### config.mk
export PLATFORM = sky130hd
export DESIGN_NAME = hazard_ctrl
export DESIGN_NICKNAME = d
export VERILOG_FILES = /design/src/rtl/hazard_ctrl.sv
export SDC_FILE = /design/constraint.sdc
export NUM_CORES = 1
export LEC_CHECK = 0
export BUFFER_PORTS_ARGS = -buffer_cell sky130_fd_sc_hd__buf_2
export CAP_MARGIN = 20
export CORE_MARGIN = 4
export CORE_UTILIZATION = 58
export DETAILED_ROUTE_END_ITERATION = 10
export HOLD_SLACK_MARGIN = 0.02
export PLACE_DENSITY = 0.86
export SLEW_MARGIN = 20
export SYNTH_ARGS = -nofsm -noshare
export SYNTH_HDL_FRONTEND = slang
export SYNTH_SLANG_ARGS = --single-unit
### constraint.sdc
create_clock -name clk -period 5.1 [get_ports clk]
set_input_delay 0.51 -clock clk [delete_from_list [all_inputs] [get_ports clk]]
set_output_delay 0.51 -clock clk [all_outputs]
set_load 0.05 [all_outputs]
### src/rtl/hazard_ctrl.sv
// Stall/flush sequencer for the 5-stage pipeline: load-use bubbles,
// redirect flushes, bus wait holds with deferred redirect replay.
module hazard_ctrl #(
  parameter int unsigned CNT_W = 32
) (
  input  logic             clk,
  input  logic             rst,
  input  logic [4:0]       id_rs1_addr,
  input  logic [4:0]       id_rs2_addr,
  input  logic             id_rs1_used,
  input  logic             id_rs2_used,
  input  logic [4:0]       ex_rd_addr,
  input  logic             ex_mem_read,
  input  logic             ex_branch_taken,
  input  logic             im_wait,
  input  logic             dm_wait,
  input  logic             cnt_clr,
  output logic             pc_stall,
  output logic             IF_stall,
  output logic             IF_flush,
  output logic             ID_stall,
  output logic             ID_flush,
  output logic             EX_stall,
  output logic             MEM_stall,
  output logic [CNT_W-1:0] stall_cnt,
  output logic [CNT_W-1:0] flush_cnt
);

  typedef enum logic [1:0] {
    S_RUN,
    S_WAIT,
    S_FLUSH
  } state_e;

  state_e state_q, state_d;
  logic   pend_q, pend_d;

  logic [CNT_W-1:0] stall_cnt_q, stall_cnt_d;
  logic [CNT_W-1:0] flush_cnt_q, flush_cnt_d;

  logic bus_wait;
  logic lu;
  logic rs1_hit;
  logic rs2_hit;
  logic stall_all;
  logic flush_br;
  logic bubble;

  assign bus_wait = im_wait | dm_wait;
  assign rs1_hit  = id_rs1_used & (id_rs1_addr == ex_rd_addr);
  assign rs2_hit  = id_rs2_used & (id_rs2_addr == ex_rd_addr);
  assign lu       = ex_mem_read & (ex_rd_addr != 5'd0)
                  & (rs1_hit | rs2_hit);

  always_comb begin
    state_d   = state_q;
    pend_d    = pend_q;
    stall_all = 1'b0;
    flush_br  = 1'b0;
    bubble    = 1'b0;
    unique case (state_q)
      S_RUN: begin
        if (bus_wait) begin
          stall_all = 1'b1;
          pend_d    = ex_branch_taken;
          state_d   = S_WAIT;
        end else if (ex_branch_taken) begin
          flush_br = 1'b1;
        end else if (lu) begin
          bubble = 1'b1;
        end
      end
      S_WAIT: begin
        if (bus_wait) begin
          stall_all = 1'b1;
          pend_d    = pend_q | ex_branch_taken;
        end else if (pend_q | ex_branch_taken) begin
          // idle cycle lets the redirect target reach the PC first
          state_d = S_FLUSH;
        end else begin
          bubble  = lu;
          pend_d  = 1'b0;
          state_d = S_RUN;
        end
      end
      S_FLUSH: begin
        pend_d = 1'b0;
        if (bus_wait) begin
          stall_all = 1'b1;
        end else begin
          flush_br = 1'b1;
          state_d  = S_RUN;
        end
      end
      default: begin
        pend_d  = 1'b0;
        state_d = S_RUN;
      end
    endcase
  end

  assign pc_stall  = ~rst & (stall_all | bubble);
  assign IF_stall  = ~rst & (stall_all | bubble);
  assign IF_flush  = ~rst & flush_br;
  assign ID_stall  = ~rst & stall_all;
  assign ID_flush  = ~rst & (flush_br | bubble);
  assign EX_stall  = ~rst & stall_all;
  assign MEM_stall = ~rst & stall_all;

  always_comb begin
    stall_cnt_d = stall_cnt_q;
    flush_cnt_d = flush_cnt_q;
    if (cnt_clr) begin
      stall_cnt_d = '0;
      flush_cnt_d = '0;
    end else begin
      if (pc_stall && !(&stall_cnt_q))
        stall_cnt_d = stall_cnt_q + CNT_W'(1);
      if (ID_flush && !(&flush_cnt_q))
        flush_cnt_d = flush_cnt_q + CNT_W'(1);
    end
  end

  always_ff @(posedge clk or posedge rst) begin
    if (rst) begin
      state_q     <= S_RUN;
      pend_q      <= 1'b0;
      stall_cnt_q <= '0;
      flush_cnt_q <= '0;
    end else begin
      state_q     <= state_d;
      pend_q      <= pend_d;
      stall_cnt_q <= stall_cnt_d;
      flush_cnt_q <= flush_cnt_d;
    end
  end

  assign stall_cnt = stall_cnt_q;
  assign flush_cnt = flush_cnt_q;

endmodule

==> metrics.yaml, run 1 <==
place:
  placedCellCount: 572
  dp_hpwl_um: 6260
  place_ws_ns: 2.34
  port_buffers: 94
  place_area_um2: 4390
  place_congestion: 0.913
pwr:
  total_power_mw: 1.01
  irDropWorstVdd_mv: 0.193
  p_int_mw: 0.736
  p_per_area_nw_per_um2: 223
  pwr-share-seq_pct: 53.6
  p_switching_mw: 0.278
  clkPwrFrac_pct: 36.9
  sw_frac_of_total_pct: 27.4
  combPwrFrac_pct: 9.5
  p_leak_nw: 1.90
final_layout:
  multiInputGateArea_um2: 2110
  area_delta_synth_final_pct: 16.6
  fin_nets: 532
  fillCellCount: 528
  final_cells: 588
  n_antenna_cell: 0
  seqCellArea_um2: 1680
  postLayoutCellArea_um2: 4560
  fin_util_pct: 70.5
  layout-drive-gt1-share_pct: 28.8
synthesis:
  yosys_warnings: 0
  synth_top_family_by_area: "simple AND/OR/NAND/NOR gates"
  synthMuxAreaShare_pct: 0.288
  synthesis.instances: 419
  syn_area_um2: 3910
  ys_seq_area_share_pct: 42.9
  synth-async-reset-ratio_pct: 100
  synth_edf_count: 0
  synth_top_cell_by_area: "dfrtp_1"
  avgSynthCellArea_um2: 9.33
  ys_ff_latch: 67
  ys_types: 48
  synth_fa_ha_area_share_pct: 0.640
  synth_xor_area_share_pct: 13.9
  synth_flop_cell: "dfrtp_1"
  syn-num-nets: 445
  synth_area_leaders: "dfrtp_1 43%, xnor2_1 13%, nor2_1 6.4%, nor4_2 5.4%, nand4_1 3.2%"
  synth_compound_area_share_pct: 4.90
  synth.top_cell.area_share_pct: 42.9
  synth_simple_gate_area_share_pct: 34.1
critical_path:
  r2r_end: "stall_cnt[0]$_DFFE_PP0P_"
  regToRegSetupSlack_ns: 2.32
  crit_end: "IF_stall"
  ff2ff_path_depth: 7
  crit_path_start_kind: "register"
  r2r-start: "stall_cnt[13]$_DFFE_PP0P_"
  crit_start: "state_q[0]$_DFFE_PP0P_"
  critPathKind: "register to output pin"
  arrival_ns: 2.29
  critPathMaxFanout: 33
  critical_path_required_ns: 4.59
  end_kind: "output pin"
clock_tree:
  htree_num_levels: 3
  clk_pin_slew_ns: 0.07
  tritoncts: "built"
  clockBufferDepth: 2
  cts_made_buffers: 9
  cts_resized: 0
  cts_setup_buffers: 0
  cts_num_sinks: 67
  root_buffer: "clkbuf_8"
  postCtsHoldBufs: 0
  clock_latency_ns: 0.34
global_route:
  overflow: 0
  grt_max_degree: 68
  first_global_vias: 3329
  grt_pass1_wl_um: 15400
  grt.total_usage_pct: 22.6
  antenna_found_initial: 0
floorplanning:
  io_pins: 95
  fp.dieW_um: 90.1
  die_h_um: 90.1
  fp.coreArea_um2: 6460
  initial_core_util_pct: 60.5
  row_count: 29
  die_area_um2: 8110
sta:
  hold_viol: 0
  rsz0062_at_grt: "false"
  setup_violations: 0
  slew_headroom_pct: 25.9
  fin_ws_ns: 2.30
  fmax_ghz: 0.357
  finalSetupTns_ns: 0
  fin_crit_ns: 2.80
  fin_skew_ns: 0.0122
  slew_viol_final: 0
  holdWs_ns: 0.439
  worst_slew_pin_slew_ns: 1.11
  post-route-period-util_pct: 55.0
routing:
  vias: 3397
  first_iter_violations: 202
  vias_per_cell: 5.78
  drt_wl_total_um: 9000
  ant_nets: 0
  wl_per_cell_um: 15.3
  wl_met1_um: 3840
  met2_length_um: 4590
  drc: 0
  firstDrtPassIters: 4
  wl_met3_um: 519
  top_layer: "met4"
job:
  max_cap_violations: 0
min_path:
  hold_path.class: "input pin to asynchronous set/reset pin"
outcome:
  status: "completed"
==> area by class of cell <==
type | count | area share [%]
clock inverter | 5 | 0.659
sequential | 67 | 36.8
multi-input combinational | 326 | 46.3
clock buffer | 11 | 2.88
timing repair buffer | 96 | 10.7
tap | 77 | 2.11
inverter | 6 | 0.494
==> flip-flops by register name, indices dropped and copies added (netlist names) <==
name / count
flush_cnt: 32
pend_q: 1
stall_cnt: 32
state_q: 2
==> worst min path at each step <==
stage,from,endpoint,slack [ns]
after CTS,ex_branch_taken,pend_q$_DFFE_PP0P_,0.43
after global placement,flush_cnt[31]$_DFFE_PP0P_,flush_cnt[31]$_DFFE_PP0P_,0.53
after floorplan,state_q[1]$_DFFE_PP0P_,pend_q$_DFFE_PP0P_,0.49
final,rst,state_q[1]$_DFFE_PP0P_,0.44
after global routing,ex_branch_taken,pend_q$_DFFE_PP0P_,0.44
after detailed placement,flush_cnt[31]$_DFFE_PP0P_,flush_cnt[31]$_DFFE_PP0P_,0.54
==> layout by cell type, fill, tap and decap left out, types with 3 or more instances in the layout <==
master    synthesis  routed
and2_1            4       4
nor2_2            3       3
nor4_2           17      17
inv_1             5       4
buf_2             6      93
and3_1            5       5
nor2_1           67      67
dfrtp_1          67      67
or3_1             6       6
clkinv_2          0       3
nor3b_1           3       3
o21ai_0           9       9
nand2_1          27      27
nand3_1          23      23
nor4b_2           4       4
nor3_1           25      25
a21oi_1          10      10
and4_1            5       5
clkbuf_8          0       9
nor2b_1           3       3
nor4_1            4       4
xnor2_1          60      60
nand4_1          20      20
buf_4             4       3
==> cell families (layout without fill, tap and decap cells) <==
family | count (synthesis) | count (layout)
adder cells (fa/ha/maj) | 2 | 2
XOR/XNOR | 62 | 62
AO/OA/AOI/OAI | 31 | 31
AND/OR/NAND/NOR | 230 | 230
multiplexers | 1 | 1
flip-flops | 67 | 67
buffers and inverters | 26 | 118
==> cell usage after synthesis, types with 5 or more instances <==
master     n
nand2_1   27
nor4_2    17
nor3_1    25
inv_1      5
or3_1      6
xnor2_1   60
nand4_1   20
and3_1     5
dfrtp_1   67
nand3_1   23
o21ai_0    9
buf_2      6
clkbuf_1   9
and4_1     5
a21oi_1   10
nor2_1    67
==> power by group through the flow <==
stage / Combinational, mW / Clock (mW) / Sequential (mW)
after detailed placement: 0.0969 / 0 / 0.554
after floorplan: 0.0644 / 0 / 0.559
after global routing: 0.105 / 0.413 / 0.544
after CTS: 0.0972 / 0.382 / 0.544
final: 0.0959 / 0.374 / 0.544
after global placement: 0.0939 / 0 / 0.553
==> worst max-delay path: stages (launching register included) <==
cell      delay (ns)
dfrtp_1         0.44
a211oi_1        0.11
nand4_1         0.12
a21oi_2         0.07
a21oi_4         0.83
inv_1           0.12
buf_2           0.25
==> metal layers <==
metal,global-route usage (%),up-vias
met5,0,-
met4,6.51,0
met3,6.84,6
met2,38.3,102
met1,27.9,1646
li1,-,1643
(Power assumes the default switching activity.)
==> run 2, diff against run 1 <==
--- a/config.mk
+++ b/config.mk
@@ -8,10 +8,10 @@
 export BUFFER_PORTS_ARGS = -buffer_cell sky130_fd_sc_hd__buf_2
 export CAP_MARGIN = 20
 export CORE_MARGIN = 4
-export CORE_UTILIZATION = 58
+export CORE_UTILIZATION = 49
 export DETAILED_ROUTE_END_ITERATION = 10
 export HOLD_SLACK_MARGIN = 0.02
-export PLACE_DENSITY = 0.86
+export PLACE_DENSITY = 0.77
 export SLEW_MARGIN = 20
 export SYNTH_ARGS = -nofsm -noshare
 export SYNTH_HDL_FRONTEND = slang
==> constraint.sdc (replaced) <==
create_clock -name clk -period 2.4 [get_ports clk]
set_input_delay 0.24 -clock clk [delete_from_list [all_inputs] [get_ports clk]]
set_output_delay 0.24 -clock clk [all_outputs]
set_load 0.05 [all_outputs]
==> run 2 against run 1 <==
  * Count of clock-buffer cells in the layout is 1 higher
  * Critical path depth shrank 1
  * Die area increased by 17%
  * Sequential power is 110% higher
  * Combinational power rose by 130%
  * Hold slack worse by 0.26 ns
  * Register-to-register slack got worse by 2.2 ns
  * Clock skew decreased by 0.0028 ns
  * Largest power group unchanged
==> metrics.yaml, run 2 (synthesis results as in run 1) <==
pwr:
  clkPwrFrac_pct: 39.1  # +2.2 points
  total_power_mw: 2.26  # +120%
  p_leak_nw: 1.98  # +3.9%
  p_int_mw: 1.67  # +130%
  p_per_area_nw_per_um2: 475  # +110%
  sw_frac_of_total_pct: 25.8  # -1.6 points
  p_switching_mw: 0.582  # +110%
  combPwrFrac_pct: 9.7  # +0.2 points
  pwr-share-seq_pct: 51.1  # -2.5 points
  irDropWorstVdd_mv: 0.408  # +110%
sta:
  fin_skew_ns: 0.00939  # -0.00279 ns
  holdWs_ns: 0.177  # -0.262 ns
  fin_crit_ns: 2.28
  setup_violations: 0  # unchanged
  hold_viol: 0  # unchanged
  slew_headroom_pct: 29.6  # +3.7 points
  rsz0062_at_grt: "true"
  slew_viol_final: 0  # unchanged
  post-route-period-util_pct: 94.9
  finalSetupTns_ns: 0  # unchanged
  fmax_ghz: 0.439
  worst_slew_pin_slew_ns: 1.06  # -0.0546 ns
  fin_ws_ns: 0.123  # -2.17 ns
final_layout:
  postLayoutCellArea_um2: 4750  # +4.3%
  n_antenna_cell: 0  # unchanged
  fillCellCount: 685  # +30%
  final_cells: 626  # +6.5%
  fin_util_pct: 61.5  # -9.1 points
  area_delta_synth_final_pct: 21.5
  fin_nets: 546  # +2.6%
  final_common_cell: "buf_2"
  layout_common_cells: "94 x buf_2, 67 x nor2_1, 66 x dfrtp_1"
  layout-drive-gt1-share_pct: 31.3  # +2.5 points
critical_path:
  critPathSlowestCell: "a211oi_2"
  end_kind: "output pin"
  slowest_delay_ns: 0.55  # -0.28 ns
  critical_path_required_ns: 2.16  # -2.43 ns
  worst-path-buf-inv: 3  # +1
  critPathTopFamily: "compound AO/OA/AOI/OAI gates"
  arrival_ns: 2.04  # -0.25 ns
  path_cells: "buf_4, a211oi_2, a21oi_4, inv_2, buf_2"
  critPathKind: "register to output pin"
  crit_path_start_kind: "register"
  critPathMaxFanout: 17  # -48%
routing:
  firstDrtPassIters: 4  # unchanged
  drc: 0  # unchanged
  drt_wl_total_um: 9330  # +3.6%
  vias_per_cell: 5.48  # -5.2%
  wl_per_cell_um: 14.9  # -2.7%
  vias: 3428  # +0.91%
  first_iter_violations: 108  # -47%
  ant_nets: 0  # unchanged
global_route:
  overflow: 0  # unchanged
  first_global_vias: 3444  # +3.5%
  grt_max_degree: 68  # unchanged
  antenna_found_initial: 0  # unchanged
  grt.total_usage_pct: 20.3  # -2.3 points
  grt_pass1_wl_um: 16100  # +4.5%
floorplanning:
  fp.coreArea_um2: 7730  # +20%
  initial_core_util_pct: 50.6  # -9.9 points
  die_h_um: 97.3  # +8.0%
  die_area_um2: 9470  # +17%
  io_pins: 95  # unchanged
  row_count: 32  # +10%
  fp.dieW_um: 97.3  # +8.0%
outcome:
  status: "completed"
clock_tree:
  clockBufferDepth: 2  # unchanged
  clock_latency_ns: 0.34  # about the same
  tritoncts: "built"
  cts_made_buffers: 9  # unchanged
  postCtsHoldBufs: 0  # unchanged
  clk_pin_slew_ns: 0.06  # about the same
  root_buffer: "clkbuf_8"
  htree_num_levels: 3  # unchanged
  cts_num_sinks: 67  # unchanged
place:
  place_area_um2: 4550  # +3.6%
  place_ws_ns: 0.102  # -2.24 ns
  dp_hpwl_um: 6540  # +4.4%
  port_buffers: 94  # unchanged
  placedCellCount: 609  # +6.5%
  place_congestion: 0.875  # -4.2%
min_path:
  hold_path.class: "input pin to register"
job:
  max_cap_violations: 0  # unchanged
## run 2: worst paths after layout
check / to / start / cells after the start / slack (ns)
worst min-delay path: pend_q$_DFFE_PP0P_ / ex_branch_taken / 3 / 0.18
worst max register to register: flush_cnt[23]$_DFFE_PP0P_ / flush_cnt[21]$_DFFE_PP0P_ / 7 / 0.17
worst max-delay path: pc_stall / state_q[0]$_DFFE_PP0P_ / 5 / 0.12
worst min register to register: flush_cnt[31]$_DFFE_PP0P_ / flush_cnt[31]$_DFFE_PP0P_ / 1 / 0.54
min in group asynchronous: state_q[1]$_DFFE_PP0P_ / rst / 3 / 0.23
max in group asynchronous: flush_cnt[20]$_DFFE_PP0P_ / rst / 3 / 1.60
## run 2: final cells by class
| type | instances | area, um^2 | share of cell area [%] |
|---|---|---|---|
| Inverter | 6 | 31.3 | 0.659 |
| Clock buffer | 12 | 135 | 2.85 |
| Clock inverter | 3 | 40.0 | 0.843 |
| Multi-Input combinational cell | 327 | 2150 | 45.4 |
| Sequential cell | 67 | 1680 | 35.3 |
| Tap cell | 102 | 128 | 2.69 |
| Timing Repair Buffer | 109 | 583 | 12.3 |
## run 2: metal layers
layer | up-vias | GRT usage (%) | routed length [um]
met3 | 15 | 4.59 | 582
met5 | - | 0 | 0
li1 | 1668 | - | -
met2 | 112 | 35.2 | 4730
met1 | 1633 | 25.5 | 3870
met4 | 0 | 5.64 | 144
## run 2: repair_timing
| item | 4_1_cts | 5_1_grt |
|---|---|---|
| setup endpoints to repair | 2 | 12 |
| resized for setup | 0 | 3 |
| gates cloned | 1 | 0 |
| buffers inserted | 0 | 1 |
| pin swaps | 1 | 1 |
## run 2: worst register-to-register path, stage by stage (launching register included)
cell and delay (ns):
dfrtp_1 0.44, and4_1 0.25, and4_2 0.30, nand3_1 0.14, or2_1 0.31, and4_1 0.26
nand4_1 0.10, mux2_1 0.32
## run 2: power groups by stage
| stage | combinational (mW) | clock (mW) | sequential (mW) |
|---|---|---|---|
| after floorplan | 0.144 | 0 | 1.19 |
| after detailed placement | 0.218 | 0 | 1.18 |
| after global routing | 0.241 | 0.949 | 1.15 |
| final | 0.220 | 0.883 | 1.15 |
| after CTS | 0.224 | 0.898 | 1.15 |
| after global placement | 0.213 | 0 | 1.17 |
==> run 3, diff against run 2 <==
--- a/config.mk
+++ b/config.mk
@@ -5,13 +5,14 @@
 export SDC_FILE = /design/constraint.sdc
 export NUM_CORES = 1
 export LEC_CHECK = 0
+export ABC_AREA = 1
 export BUFFER_PORTS_ARGS = -buffer_cell sky130_fd_sc_hd__buf_2
 export CAP_MARGIN = 20
-export CORE_MARGIN = 4
-export CORE_UTILIZATION = 49
+export CORE_UTILIZATION = 52
 export DETAILED_ROUTE_END_ITERATION = 10
 export HOLD_SLACK_MARGIN = 0.02
-export PLACE_DENSITY = 0.77
+export PLACE_DENSITY = 0.78
+export REMOVE_ABC_BUFFERS = 1
 export SLEW_MARGIN = 20
 export SYNTH_ARGS = -nofsm -noshare
 export SYNTH_HDL_FRONTEND = slang
==> run 3 against run 2 <==
  * Count of clock-buffer cells in the layout is the same
  * Register-to-register slack improved by 0.26 ns
  * Critical path depth increased by 3
  * Synthesized cell count rose by 110%
  * Cell area increased by 29%
  * Core utilization rose by 0.21 points
  * Highest routed layer unchanged
  * Critical path type unchanged
==> metrics.yaml, run 3 <==
critical_path:
  crit_start: "state_q[1]$_DFFE_PP0P_"
  path_cells: "inv_1, nand3_1, a21oi_1, nand2_1, nor2_2, nand2_2, nand2_4, buf_2"
  worst-path-buf-inv: 2  # -1
  end_kind: "output pin"
  slowest_delay_ns: 0.40  # -0.15 ns
  critPathMaxFanout: 20  # +3
  critPathSlowestCell: "dfrtp_1"
  critPathKind: "register to output pin"
  r2r-start: "flush_cnt[0]$_DFFE_PP0P_"
  crit_path_start_kind: "register"
  critical_path_required_ns: 2.16  # about the same
  critPathTopFamily: "simple AND/OR/NAND/NOR gates"
  arrival_ns: 1.92  # -0.12 ns
synthesis:
  synth_top_cell_by_area: "dfrtp_1"
  synth.most_common_cell: "nand2_1"
  synth_flop_cell: "dfrtp_1"
  ys_ff_latch: 67  # unchanged
  synthesis.instances: 876  # +110%
  synth_edf_count: 0  # unchanged
  synth_area_leaders: "dfrtp_1 31%, nand2_1 21%, nand3_1 9.1%, inv_1 8.5%, nor2_1 8.0%"
  ys_types: 30  # -38%
  synth-async-reset-ratio_pct: 100  # unchanged
  avgSynthCellArea_um2: 6.19  # -34%
  synth.top_cell.area_share_pct: 30.9  # -12 points
  synth_common_cells: "304 x nand2_1, 122 x inv_1, 116 x nor2_1"
  ys_seq_area_share_pct: 30.9  # -12 points
  syn_area_um2: 5420  # +39%
  yosys_warnings: 0  # unchanged
sta:
  holdWs_ns: 0.297  # +0.120 ns
  post-route-period-util_pct: 89.8  # -5.0 points
  fin_ws_ns: 0.244  # +0.121 ns
  hold_viol: 0  # unchanged
  finalSetupTns_ns: 0  # unchanged
  slew_headroom_pct: 59.0  # +29 points
  fmax_ghz: 0.464  # +5.6%
  fin_crit_ns: 2.16  # -0.121 ns
  worst_slew_pin_slew_ns: 0.615  # -0.441 ns
  slew_viol_final: 0  # unchanged
  fin_skew_ns: 0.0113  # +0.00189 ns
  setup_violations: 0  # unchanged
  rsz0062_at_grt: "false"
clock_tree:
  clk_pin_slew_ns: 0.08  # +0.02 ns
  clockBufferDepth: 2  # unchanged
  clock_latency_ns: 0.35  # about the same
  cts_num_sinks: 67  # unchanged
  tritoncts: "built"
  cts_made_buffers: 9  # unchanged
  cts_resized: 0  # unchanged
  htree_num_levels: 3  # unchanged
  root_buffer: "clkbuf_8"
routing:
  drc: 0  # unchanged
  wl_per_cell_um: 12.8  # -14%
  first_iter_violations: 212  # +96%
  vias: 5653  # +65%
  drt_wl_total_um: 14000  # +50%
  ant_nets: 0  # unchanged
  firstDrtPassIters: 4  # unchanged
  vias_per_cell: 5.16  # -5.7%
floorplanning:
  io_pins: 95  # unchanged
  row_count: 36  # +13%
  fp.dieW_um: 104  # +7.0%
  initial_core_util_pct: 54.4  # +3.9 points
  die_area_um2: 10800  # +14%
  fp.coreArea_um2: 9950  # +29%
  die_h_um: 104  # +7.0%
pwr:
  p_switching_mw: 0.667  # +15%
  pwr-share-seq_pct: 50.6  # -0.5 points
  irDropWorstVdd_mv: 0.195  # -52%
  p_per_area_nw_per_um2: 371  # -22%
  sw_frac_of_total_pct: 29.3  # +3.5 points
  p_int_mw: 1.61  # -3.7%
  combPwrFrac_pct: 11.7  # +2.0 points
  p_leak_nw: 3.48  # +76%
  clkPwrFrac_pct: 37.7  # -1.4 points
global_route:
  overflow: 0  # unchanged
  grt.total_usage_pct: 27.7  # +7.4 points
  grt_pass1_wl_um: 24800  # +54%
  grt_max_degree: 68  # unchanged
  antenna_found_initial: 0  # unchanged
  first_global_vias: 5578  # +62%
place:
  place_ws_ns: 0.431  # +0.328 ns
  dp_hpwl_um: 10300  # +58%
  place_congestion: 0.955  # +9.2%
  place_area_um2: 5960  # +31%
  port_buffers: 94  # unchanged
min_path:
  hold_path.class: "input pin to register"
  worstHoldStart: "ex_branch_taken"
final_layout:
  layout_common_cells: "304 x nand2_1, 120 x inv_1, 116 x nor2_1"
  area_delta_synth_final_pct: 13.3
  n_antenna_cell: 0  # unchanged
  fin_util_pct: 61.7  # +0.21 points
  final_common_cell: "nand2_1"
  postLayoutCellArea_um2: 6140  # +29%
  layout-drive-gt1-share_pct: 15.5  # -16 points
  fin_nets: 983  # +80%
job:
  max_cap_violations: 0  # unchanged
outcome:
  status: "completed"
-- run 3: logic make-up after synthesis --
group           share of synthesized area (%)
simple gates                             50.8
fa+ha+maj                               0.462
compound gates                          0.762
buf+inv                                  12.4
flops                                    30.9
xor+xnor                                 4.53
mux                                     0.208
-- run 3: timing repair --
item / in CTS / in global routing
setup endpoints to repair: 0 / 0
hold endpoints to repair: 67 / 0
hold buffers: 1 / 0
setup buffers: 0 / 0
-- run 3: metrics by stage --
step                cells  power [mW]
CTS                  1095        2.30
detailed placement   1078        1.44
global placement     1078        1.44
global route         1095        2.38
finish               1095        2.28
floorplan             840        1.35
-- run 3: path summary, 6_finish.rpt --
check	to	slack (ns)	cells after the start
setup reg to reg	flush_cnt[24]$_DFFE_PP0P_	0.43	9
setup / recovery	pc_stall	0.24	8
hold reg to reg	state_q[0]$_DFFE_PP0P_	0.48	1
max in group asynchronous	stall_cnt[6]$_DFFE_PP0P_	1.58	4
min in group asynchronous	state_q[1]$_DFFE_PP0P_	0.52	4
hold / removal	state_q[1]$_DFFE_PP0P_	0.30	5
-- run 3: layout make-up --
class	instances	area (um^2)
fill	1019	3810
multi-input combinational	650	3070
sequential	67	1680
timing repair buffer	106	588
inverter	123	464
tap	133	166
clock buffer	12	145
clock inverter	4	26.3
-- run 3: power by group through the flow --
stage | Clock, mW | Sequential (mW) | Combinational (mW)
after floorplan | 0 | 1.19 | 0.165
after global placement | 0 | 1.18 | 0.263
after detailed placement | 0 | 1.18 | 0.267
after CTS | 0.882 | 1.15 | 0.269
after global routing | 0.924 | 1.16 | 0.296
final | 0.859 | 1.15 | 0.267
-- run 3: routing by layer --
| layer | up-vias | share of wire [%] | GRT usage, % |
|---|---|---|---|
| met5 | - | 0 | 0 |
| met4 | 0 | 2.6 | 13.7 |
| met3 | 28 | 4.2 | 4.51 |
| met2 | 129 | 49 | 49.0 |
| met1 | 2578 | 44 | 32.4 |
| li1 | 2918 | - | - |
-- run 3: worst min-delay path: stages --
cell     delay [ns]
buf_2          0.08
nor2_1         0.04
nor2_1         0.10
nand2_1        0.08
o31ai_1        0.07
